## src/rtl/multicore_pkg.sv

```systemverilog
// multicore_pkg: shared types, default parameters and width helper for the
// multicore_sched release/arbitration controller.
package multicore_pkg;

  typedef enum logic [1:0] {
    IDLE    = 2'd0,
    RELEASE = 2'd1,
    RUN     = 2'd2
  } state_t;

  localparam int N_CORES_DEF = 21;
  localparam int DATA_W_DEF  = 31;
  localparam int EN_W_DEF    = 4;
  localparam int STAGGER_DEF = 24;

  // Bits needed to hold values 0..n-1, never less than one bit.
  function automatic int cw(input int n);
    if (n <= 1) return 1;
    return $clog2(n);
  endfunction

endpackage

```

## src/rtl/multicore_arb.sv

```systemverilog
// multicore_arb: combinational request-to-one-hot grant.
// Default build is fixed priority (lowest index wins). Defining
// MULTICORE_RR_EN selects round robin starting after the last grant.
module multicore_arb import multicore_pkg::*; #(
  parameter int N_CORES = N_CORES_DEF,
  parameter int PTR_W   = cw(N_CORES)
) (
  input  logic [N_CORES-1:0] req,
`ifdef MULTICORE_RR_EN
  input  logic [PTR_W-1:0]   last,
`endif
  output logic [N_CORES-1:0] grant
);

`ifdef MULTICORE_RR_EN
  logic [PTR_W:0]       sh;
  logic [2*N_CORES-1:0] req_dbl;
  logic [N_CORES-1:0]   rot;
  logic [N_CORES-1:0]   rot_grant;
  logic [2*N_CORES-1:0] grant_dbl;

  // Rotate so last+1 sits at bit 0, pick the lowest set bit, rotate back.
  always_comb begin
    sh        = {1'b0, last} + (PTR_W + 1)'(1);
    req_dbl   = {req, req} >> sh;
    rot       = req_dbl[N_CORES-1:0];
    rot_grant = rot & (~rot + N_CORES'(1));
    grant_dbl = {rot_grant, rot_grant} << sh;
    grant     = grant_dbl[2*N_CORES-1:N_CORES];
  end
`else
  // Isolate the lowest set request bit.
  always_comb begin
    grant = req & (~req + N_CORES'(1));
  end
`endif

endmodule

```

## src/rtl/multicore_sched.sv

```systemverilog
// multicore_sched: staggered reset release for a bank of cores plus a
// registered valid/ready output stage fed by a one-hot arbiter.
// Optional feature macro: MULTICORE_RR_EN (round-robin arbitration).
module multicore_sched import multicore_pkg::*; #(
  parameter int N_CORES = N_CORES_DEF,
  parameter int DATA_W  = DATA_W_DEF,
  parameter int EN_W    = EN_W_DEF,
  parameter int STAGGER = STAGGER_DEF
) (
  input  logic                          clk,
  input  logic                          rst,
  input  logic                          start,
  output logic [N_CORES-1:0]            core_rst,
  input  logic [N_CORES*DATA_W-1:0]     core_io_out,
  input  logic [N_CORES*EN_W-1:0]       core_out_en,
  output logic [N_CORES-1:0]            core_ack,
  output logic signed [DATA_W-1:0]      io_out,
  output logic [EN_W-1:0]               out_en,
  output logic                          out_valid,
  input  logic                          out_ready,
  output logic                          all_up,
  output logic [cw(N_CORES+1)-1:0]      active_cnt
);

  localparam int SLOT_W = cw(N_CORES);
  localparam int CNT_W  = cw(STAGGER);
  localparam int ACT_W  = cw(N_CORES + 1);

  state_t              state, state_nxt;
  logic [SLOT_W-1:0]   slot, slot_nxt;
  logic [CNT_W-1:0]    cnt, cnt_nxt;

  logic [N_CORES-1:0]  req;
  logic [N_CORES-1:0]  grant;
  logic                load;
  logic signed [DATA_W-1:0] win_data;
  logic [EN_W-1:0]     win_en;

  // Release FSM state register.
  always_ff @(posedge clk) begin
    if (!rst) begin
      state <= IDLE;
      slot  <= '0;
      cnt   <= '0;
    end else begin
      state <= state_nxt;
      slot  <= slot_nxt;
      cnt   <= cnt_nxt;
    end
  end

  // Release FSM next state: walk slots, STAGGER cycles each, then RUN forever.
  always_comb begin
    state_nxt = state;
    slot_nxt  = slot;
    cnt_nxt   = cnt;
    case (state)
      IDLE: begin
        if (start) begin
          state_nxt = RELEASE;
          slot_nxt  = '0;
          cnt_nxt   = '0;
        end
      end
      RELEASE: begin
        if (cnt == CNT_W'(STAGGER - 1)) begin
          cnt_nxt = '0;
          if (slot == SLOT_W'(N_CORES - 1)) state_nxt = RUN;
          else                              slot_nxt  = slot + SLOT_W'(1);
        end else begin
          cnt_nxt = cnt + CNT_W'(1);
        end
      end
      RUN:     state_nxt = RUN;
      default: state_nxt = IDLE;
    endcase
  end

  // Core reset release, live-core count and all-up flag.
  always_ff @(posedge clk) begin
    if (!rst) begin
      core_rst   <= '1;
      active_cnt <= '0;
      all_up     <= 1'b0;
    end else begin
      if (state == RELEASE && cnt == '0) begin
        core_rst[slot] <= 1'b0;
        active_cnt     <= active_cnt + ACT_W'(1);
      end
      if (state == RUN) all_up <= 1'b1;
    end
  end

  // Requests: enabled, out of reset, and not acknowledged in this very cycle.
  always_comb begin
    req = '0;
    for (int k = 0; k < N_CORES; k++) begin
      req[k] = (|core_out_en[k*EN_W +: EN_W]) && !core_rst[k] && !core_ack[k];
    end
  end

`ifdef MULTICORE_RR_EN
  logic [SLOT_W-1:0] last_grant;
  logic [SLOT_W-1:0] win_idx;

  multicore_arb #(.N_CORES(N_CORES), .PTR_W(SLOT_W)) u_arb (
    .req   (req),
    .last  (last_grant),
    .grant (grant)
  );

  // Round-robin pointer advances only when a word is actually loaded.
  always_ff @(posedge clk) begin
    if (!rst)                  last_grant <= '0;
    else if (load && (|req))   last_grant <= win_idx;
  end
`else
  multicore_arb #(.N_CORES(N_CORES), .PTR_W(SLOT_W)) u_arb (
    .req   (req),
    .grant (grant)
  );
`endif

  // Winner mux driven by the one-hot grant.
  always_comb begin
    win_data = '0;
    win_en   = '0;
`ifdef MULTICORE_RR_EN
    win_idx  = '0;
`endif
    for (int k = 0; k < N_CORES; k++) begin
      if (grant[k]) begin
        win_data = core_io_out[k*DATA_W +: DATA_W];
        win_en   = core_out_en[k*EN_W +: EN_W];
`ifdef MULTICORE_RR_EN
        win_idx  = SLOT_W'(k);
`endif
      end
    end
  end

  assign load = !out_valid || out_ready;

  // Output register: load a winner when the slot is free or being drained.
  always_ff @(posedge clk) begin
    if (!rst) begin
      io_out    <= '0;
      out_en    <= '0;
      out_valid <= 1'b0;
      core_ack  <= '0;
    end else begin
      core_ack <= '0;
      if (load) begin
        if (|req) begin
          io_out    <= win_data;
          out_en    <= win_en;
          out_valid <= 1'b1;
          core_ack  <= grant;
        end else begin
          out_valid <= 1'b0;
        end
      end
    end
  end

endmodule

```

## config.mk

```make
export PLATFORM = sky130hd
export DESIGN_NAME = multicore_sched
export DESIGN_NICKNAME = d
export VERILOG_FILES = /design/src/rtl/multicore_pkg.sv /design/src/rtl/multicore_arb.sv /design/src/rtl/multicore_sched.sv
export SDC_FILE = /design/constraint.sdc
export NUM_CORES = 1
export LEC_CHECK = 0
export BUFFER_PORTS_ARGS = -buffer_cell sky130_fd_sc_hd__buf_2
export CAP_MARGIN = 5
export CELL_PAD_IN_SITES_DETAIL_PLACEMENT = 0
export CELL_PAD_IN_SITES_GLOBAL_PLACEMENT = 1
export CORE_AREA = 10 10 313 315
export CTS_BUF_LIST = sky130_fd_sc_hd__clkbuf_2
export DETAILED_ROUTE_END_ITERATION = 8
export DIE_AREA = 0 0 323 325
export GPL_ROUTABILITY_DRIVEN = 0
export HOLD_SLACK_MARGIN = 0.1
export PLACE_DENSITY_LB_ADDON = 0.3
export SLEW_MARGIN = 10
export SYNTH_ARGS = -nofsm -noshare
export SYNTH_HDL_FRONTEND = slang
export SYNTH_SLANG_ARGS = --single-unit
```

## constraint.sdc

```tcl
create_clock -name clk -period 6.3 [get_ports clk]
set_input_delay 0.63 -clock clk [delete_from_list [all_inputs] [get_ports clk]]
set_output_delay 0.63 -clock clk [all_outputs]
set_load 0.01 [all_outputs]
```

=== Yosys cells after proc, flatten, opt, wreduce, memory -nomap -nowiden ===
Cells that the tools add are included.

* Bitwise gates (word level): 4
* Order comparisons: 2
* $add $sub $neg: 4
* Equality and inequality tests: 8
* Reduce and logical (&&, ||, !) cells: 118
* Mux-type cells: 55

{| class="wikitable"
|+ Operators with widths
! cell !! number
|-
| 31-bit 2-to-1 mux || 21
|-
| 4-bit 2-to-1 mux || 21
|-
| 4-bit OR reduction || 21
|-
| 1-bit logical AND || 44
|-
| 1-bit zero test || 43
|-
| 21-bit AND || 2
|-
| 21-bit inverter || 2
|-
| 21-bit by 1-bit adder with 21-bit output (second input constant) || 1
|-
| 21-bit OR reduction || 1
|-
| 5-bit 2-to-1 mux || 4
|-
| 5-bit case mux with 2 select lines || 2
|-
| 5-bit by 1-bit adder with 5-bit output (second input constant) || 3
|-
| 5-bit == test (second input constant) || 2
|-
| 2-bit inequality test (second input constant) || 4
|-
| 5-bit by 6-bit < comparator with 1-bit output (second input constant) || 1
|-
| 2-bit 2-to-1 mux || 3
|-
| 2-bit case mux with 3 select lines || 1
|-
| 3-bit AND reduction || 2
|-
| 1-bit demux with 5-bit select || 1
|-
| 5-bit by 1-bit >= comparator with 1-bit output (second input constant) || 1
|-
| 5-bit zero test || 1
|-
| 2-bit AND reduction || 2
|-
| 4-bit AND reduction || 1
|-
| 2-bit by 1-bit == test with 1-bit output (second input constant) || 1
|-
| 5 further kinds || 6
|}

* Output and inout bits: 84
* Register bits after elaboration: 96
* Input port bits: 739

=== Depth between registers and ports, before layout ===
* Word-level depth: 27
* Depth in mapped cells: 12
* Mapped depth without buffers: 9

=== Modules after synthesis ===
Synthesis repeated with hierarchy kept, for this count alone.

* Cells, all modules: 1423
* Area total of the unflattened synthesis: 9960.8 sq um

{| class="wikitable"
|+ By module, submodules not included
! module !! area an instance (sq um) !! cells an instance !! instances
|-
| multicore_sched || 9664.3 || 1382 || 1
|-
| multicore_arb || 296.5 || 41 || 1
|}

=== Worst setup path before layout ===
Ideal clock, no wire load.

* Path kind: input-to-reg
* From: input port core_out_en[24]
* To: register io_out[30]
* Setup time: 0.127 ns
* Path buffers: 4
* Arrival time: 3.323 ns
* Path slack: 2.851 ns
* Stages on the path: 10
* Cell sequence: or4_1 -> buf_2 -> a222oi_1 -> nand3_2 -> or4_1 -> clkbuf_1 -> buf_6 -> buf_6 -> o221ai_1 -> o22ai_1

* Longest elaborated chain between the ends: 21

{| class="wikitable"
|+ Ends and longest elaborated chain
! item !! line !! RTL
|-
| from (decl) || multicore_sched.sv:15 || <nowiki>input logic [N_CORES*EN_W-1:0] core_out_en,</nowiki>
|-
| 4-bit OR reduction (*) || multicore_sched.sv:98 || <nowiki>req[k] = (|core_out_en[k*EN_W +: EN_W]) && !core_rst[k] && !core_ack[k];</nowiki>
|-
| 1-bit logical AND (*) (2 in series) || multicore_sched.sv:98 ||
|-
| 21-bit inverter || multicore_arb.sv:34 || <nowiki>grant = req & (~req + N_CORES'(1));</nowiki>
|-
| 21-bit by 1-bit adder with 21-bit output || multicore_arb.sv:34 ||
|-
| 21-bit AND || multicore_arb.sv:34 ||
|-
| 31-bit 2-to-1 mux (15 in series) || multicore_sched.sv:132 || <nowiki>if (grant[k]) begin</nowiki>
|-
| to (signal assigned) || multicore_sched.sv:155 || <nowiki>io_out <= win_data;</nowiki>
|-
| to (decl) || multicore_sched.sv:17 || <nowiki>output logic signed [DATA_W-1:0] io_out,</nowiki>
|}

Every way passes the cells marked *; elsewhere a longest branch is shown, timed or not.
A chain may end at the register's enable or synchronous reset.

=== Worst setup path in the final report ===
* From: register core_rst[1]
* To: register out_en[2]

* Longest elaborated chain between the ends: 26

{| class="wikitable"
|+ Ends and longest elaborated chain
! item !! line !! RTL
|-
| from (decl) || multicore_sched.sv:13 || <nowiki>output logic [N_CORES-1:0] core_rst,</nowiki>
|-
| from (signal assigned) || multicore_sched.sv:82 || <nowiki>core_rst <= '1;</nowiki>
|-
| from (signal, indexed assignment) || multicore_sched.sv:87 || <nowiki>core_rst[slot] <= 1'b0;</nowiki>
|-
| 1-bit zero test (*) || multicore_sched.sv:98 ||
|-
| 1-bit logical AND (*) (2 in series) || multicore_sched.sv:98 ||
|-
| 21-bit inverter || multicore_arb.sv:34 ||
|-
| 21-bit by 1-bit adder with 21-bit output || multicore_arb.sv:34 ||
|-
| 21-bit AND || multicore_arb.sv:34 ||
|-
| 4-bit 2-to-1 mux (20 in series) || multicore_sched.sv:132 ||
|-
| to (signal assigned) || multicore_sched.sv:156 || <nowiki>out_en <= win_en;</nowiki>
|-
| to (decl) || multicore_sched.sv:18 || <nowiki>output logic [EN_W-1:0] out_en,</nowiki>
|}

Marked as above.

==> out/summary.txt <==
Status - completed
Port Buffer Count - 822
Hold Path Depth - 4
Average cell area after synthesis - 6.922 um^2
Fraction of registers with async set/reset - 0%
Setup TNS - 0 ns
Non-Filler Instances - 3467
Cell types with the largest area share after synthesis - dfxtp_1 19%, nor2_1 6.9%, a21oi_1 5.0%
Reg-to-reg slack, setup - 1.40 ns
Critical register-to-register path endpoint - out_en[2]
Maximum ir drop on the vdd rail - 106.6 uV
Final-report setup violation count - 0
Horiz. Die Dim - 323 um
Sequential fraction of the synthesis area - 19.48%
Count of final max-slew check failures - 0
Root Buffer Master - clkbuf_2
Most common cell after layout, fill and taps aside - buf_2
Die Y-Extent - 325 um
Share of the cycle needed by the critical path after routing - 77.74%
Total of cells resized after clock tree synthesis - 0
Clock Skew - 0.07641 ns
Final hold viol count - 0
Worst-margin pin slew - 1.247 ns
Post-Route WL - 117000 um
Number of cells produced by synthesis - 1425
Start-to-end type of the worst setup path - reg -> reg
Half-perimeter wire length of the detailed placement result - 101900 um
F_max - 204.2 MHz
Overall global routing resource usage - 21.02%
Number of buffers on the longest clock path - 2
Detail-routed via count per cell - 4.720
Number of warnings reported in the yosys synthesis log - 0
I/O Pins - 823
Worst Min Path Start - core_io_out[414]
Maximum net fanout on the critical path - 13
Data required time at the worst endpoint - 7.07 ns
Crit path launch - core_rst[1]
Hold Crit Class - in -> reg
Main flop type after synthesis - dfxtp_1
DP Area - 15510 um^2
Floorplan Core Area - 91390 um^2
Area of all placed cells without fillers - 16260 um^2
Routed len/inst - 33.75 um
Clock insertion delay at the later pin of the skew report - 0.81 ns
Post-Synthesis Cell Area - 9864 um^2
Post-Synthesis Net Count - 2174
Iteration count of the initial detailed-routing pass - 8
Area growth from synthesis to final layout - 64.87%
TritonCTS clock tree - yes
Startpoint types - flop
DIE AREA - 105000 um^2
Power per cell area - 198.2 nW/um^2
Leakage Power - 7.052 nW
Remaining Overflow, GRT - 0
Initial Utilization - 10.79%
Min Tclk post-route - 4.898 ns
Top cell type by total area after synthesis - dfxtp_1
First-pass GRT wire length - 152300 um
Via count of the first global-routing pass - 16870
Number of clock buffers inserted by TritonCTS - 9
Clock input transition at the sequential cells of the worst setup and hold paths - 0.36 ns
Max capacitance violation total - 0
Source of the worst register-to-register timing path - core_rst[1]
# nets final - 3003
Post-synth EDFFs - 0
CTS H-Tree Depth - 3
Count of clock tree sinks - 96
# rows - 111
Count of cells along the worst register-to-register path - 11
Most frequent cells in the layout - 823 x buf_2, 173 x nor2_1, 119 x nand2_1, 98 x a21oi_1, 97 x o21ai_0
Area fraction of the dominant cell type after synthesis - 19.48%
# placed instances - 3375
Violation count after the first detailed-routing iteration - 1498
Antenna Nets Post-Route - 0
Data arrival at the endpoint of the critical path - 5.67 ns
Remaining routing DRC violations - 0
Initial antenna violation count - 83
Number of unique standard cell types used by synthesis - 78
Maximum number of pins on one net before global-route repair - 52
Critical path capture point type - flop
Hold worst-path end - io_out[11]
Worst slew margin relative to its limit - 16.89%
Share of cells above drive strength 1 - 41.97%
Unrepaired setup endpoints after global routing - false
Flops & latches, synth - 96
Via Count - 16360
cells in the mapped netlist, types with 7 or more instances:
library cell  count
nor2_1          181
nand2_1         119
a21oi_1          98
o21ai_0          97
dfxtp_1          96
clkbuf_1         81
nand3_1          77
a221oi_1         56
a22oi_1          55
nor3_1           39
o22ai_1          38
a222oi_1         36
and3_1           29
nor4_1           29
a31oi_1          26
buf_2            25
or3_1            24
a211oi_1         22
o211ai_1         20
a221o_1          18
or4_1            18
a22o_1           16
o221ai_1         16
inv_1            14
nand4_1          14
o2bb2ai_1        12
a32oi_1          10
ha_1             10
o21a_1           10
or2_2            10
o2111ai_1         9
a2111oi_0         8
a21o_1            7
final cells by class:
class	count	area, um^2
Fill cell	10750	75120
Clock buffer	9	45.04
Antenna cell	22	55.05
Inverter	14	52.55
Sequential cell	96	1922
Multi-Input combinational cell	1200	7498
Clock inverter	7	113.9
Tap cell	1186	1484
Timing Repair Buffer	933	5092
where the power goes:
group,leakage [nW],internal (mW),total [mW],switching [mW]
clock network,0.0919,0.143,0.440,0.297
registers,0.778,0.704,0.766,0.0623
logic,6.18,0.722,2.02,1.30
total,7.05,1.57,3.22,1.66
what timing repair did:
item	CTS	global route
endpoints found under the hold margin	32	0
buffers inserted	0	0
hold buffers	54	0
metal layers:
| layer | vias up | GRT usage (%) | share of wire [%] |
|---|---|---|---|
| met5 | - | 0 | 0.47 |
| li1 | 7407 | - | - |
| met2 | 784 | 37.20 | 49 |
| met3 | 169 | 7.394 | 9.1 |
| met1 | 7919 | 24.35 | 40 |
| met4 | 84 | 3.230 | 1.7 |
flip-flops by register name, indices dropped and copies added, names as in the netlist:
signal / count
state: 2
core_ack: 21
out_en: 4
active_cnt: 5
slot: 5
all_up: 1
out_valid: 1
cnt: 5
core_rst: 21
io_out: 31
worst max-delay path by stage:
stage | end | depth (start not counted) | slack (ns)
CTS | out_en[2] | 11 | 1.46
detailed placement | io_out[10] | 10 | 1.33
global route | out_en[2] | 11 | 1.10
floorplan | io_out[30] | 10 | 2.85
finish | out_en[2] | 11 | 1.40
global placement | io_out[28] | 8 | 0.61
kinds of logic after synthesis:
group | share of synthesized area [%]
AO/OA/AOI/OAI | 43.87
AND/OR/NAND/NOR | 28.32
buffers and inverters | 5.644
flip-flops | 19.48
XOR/XNOR | 0.8878
adder cells (fa/ha/maj) | 1.268
multiplexers | 0.5200
worst max-delay path: stages (launching register included):
cell           delay, ns
dfxtp_1             0.52
nor2_1              0.21
a22oi_1             0.93
nand3_1             0.67
nor3_4              0.79
buf_4               0.33
a22oi_1             0.09
nand3_1             0.10
dlygate4sd3_1       0.55
a32oi_1             0.05
nand2_1             0.09
dlygate4sd3_1       0.54
stage by stage:
stage / utilization [%] / hold WS [ns] / setup slack [ns] / total power, mW
2_1_floorplan: - / 0.4647 / 2.851 / 1.622
4_1_cts: 17.74 / 0.1011 / 1.460 / 3.303
3_5_place_dp: 16.97 / 0.4612 / 1.332 / 2.758
5_1_grt: 17.77 / 0.1444 / 1.104 / 3.420
3_3_place_gp: 16.96 / 0.4608 / 0.6061 / 2.762
6_report: 17.80 / 0.2044 / 1.402 / 3.224
(Power assumes the default switching activity.)
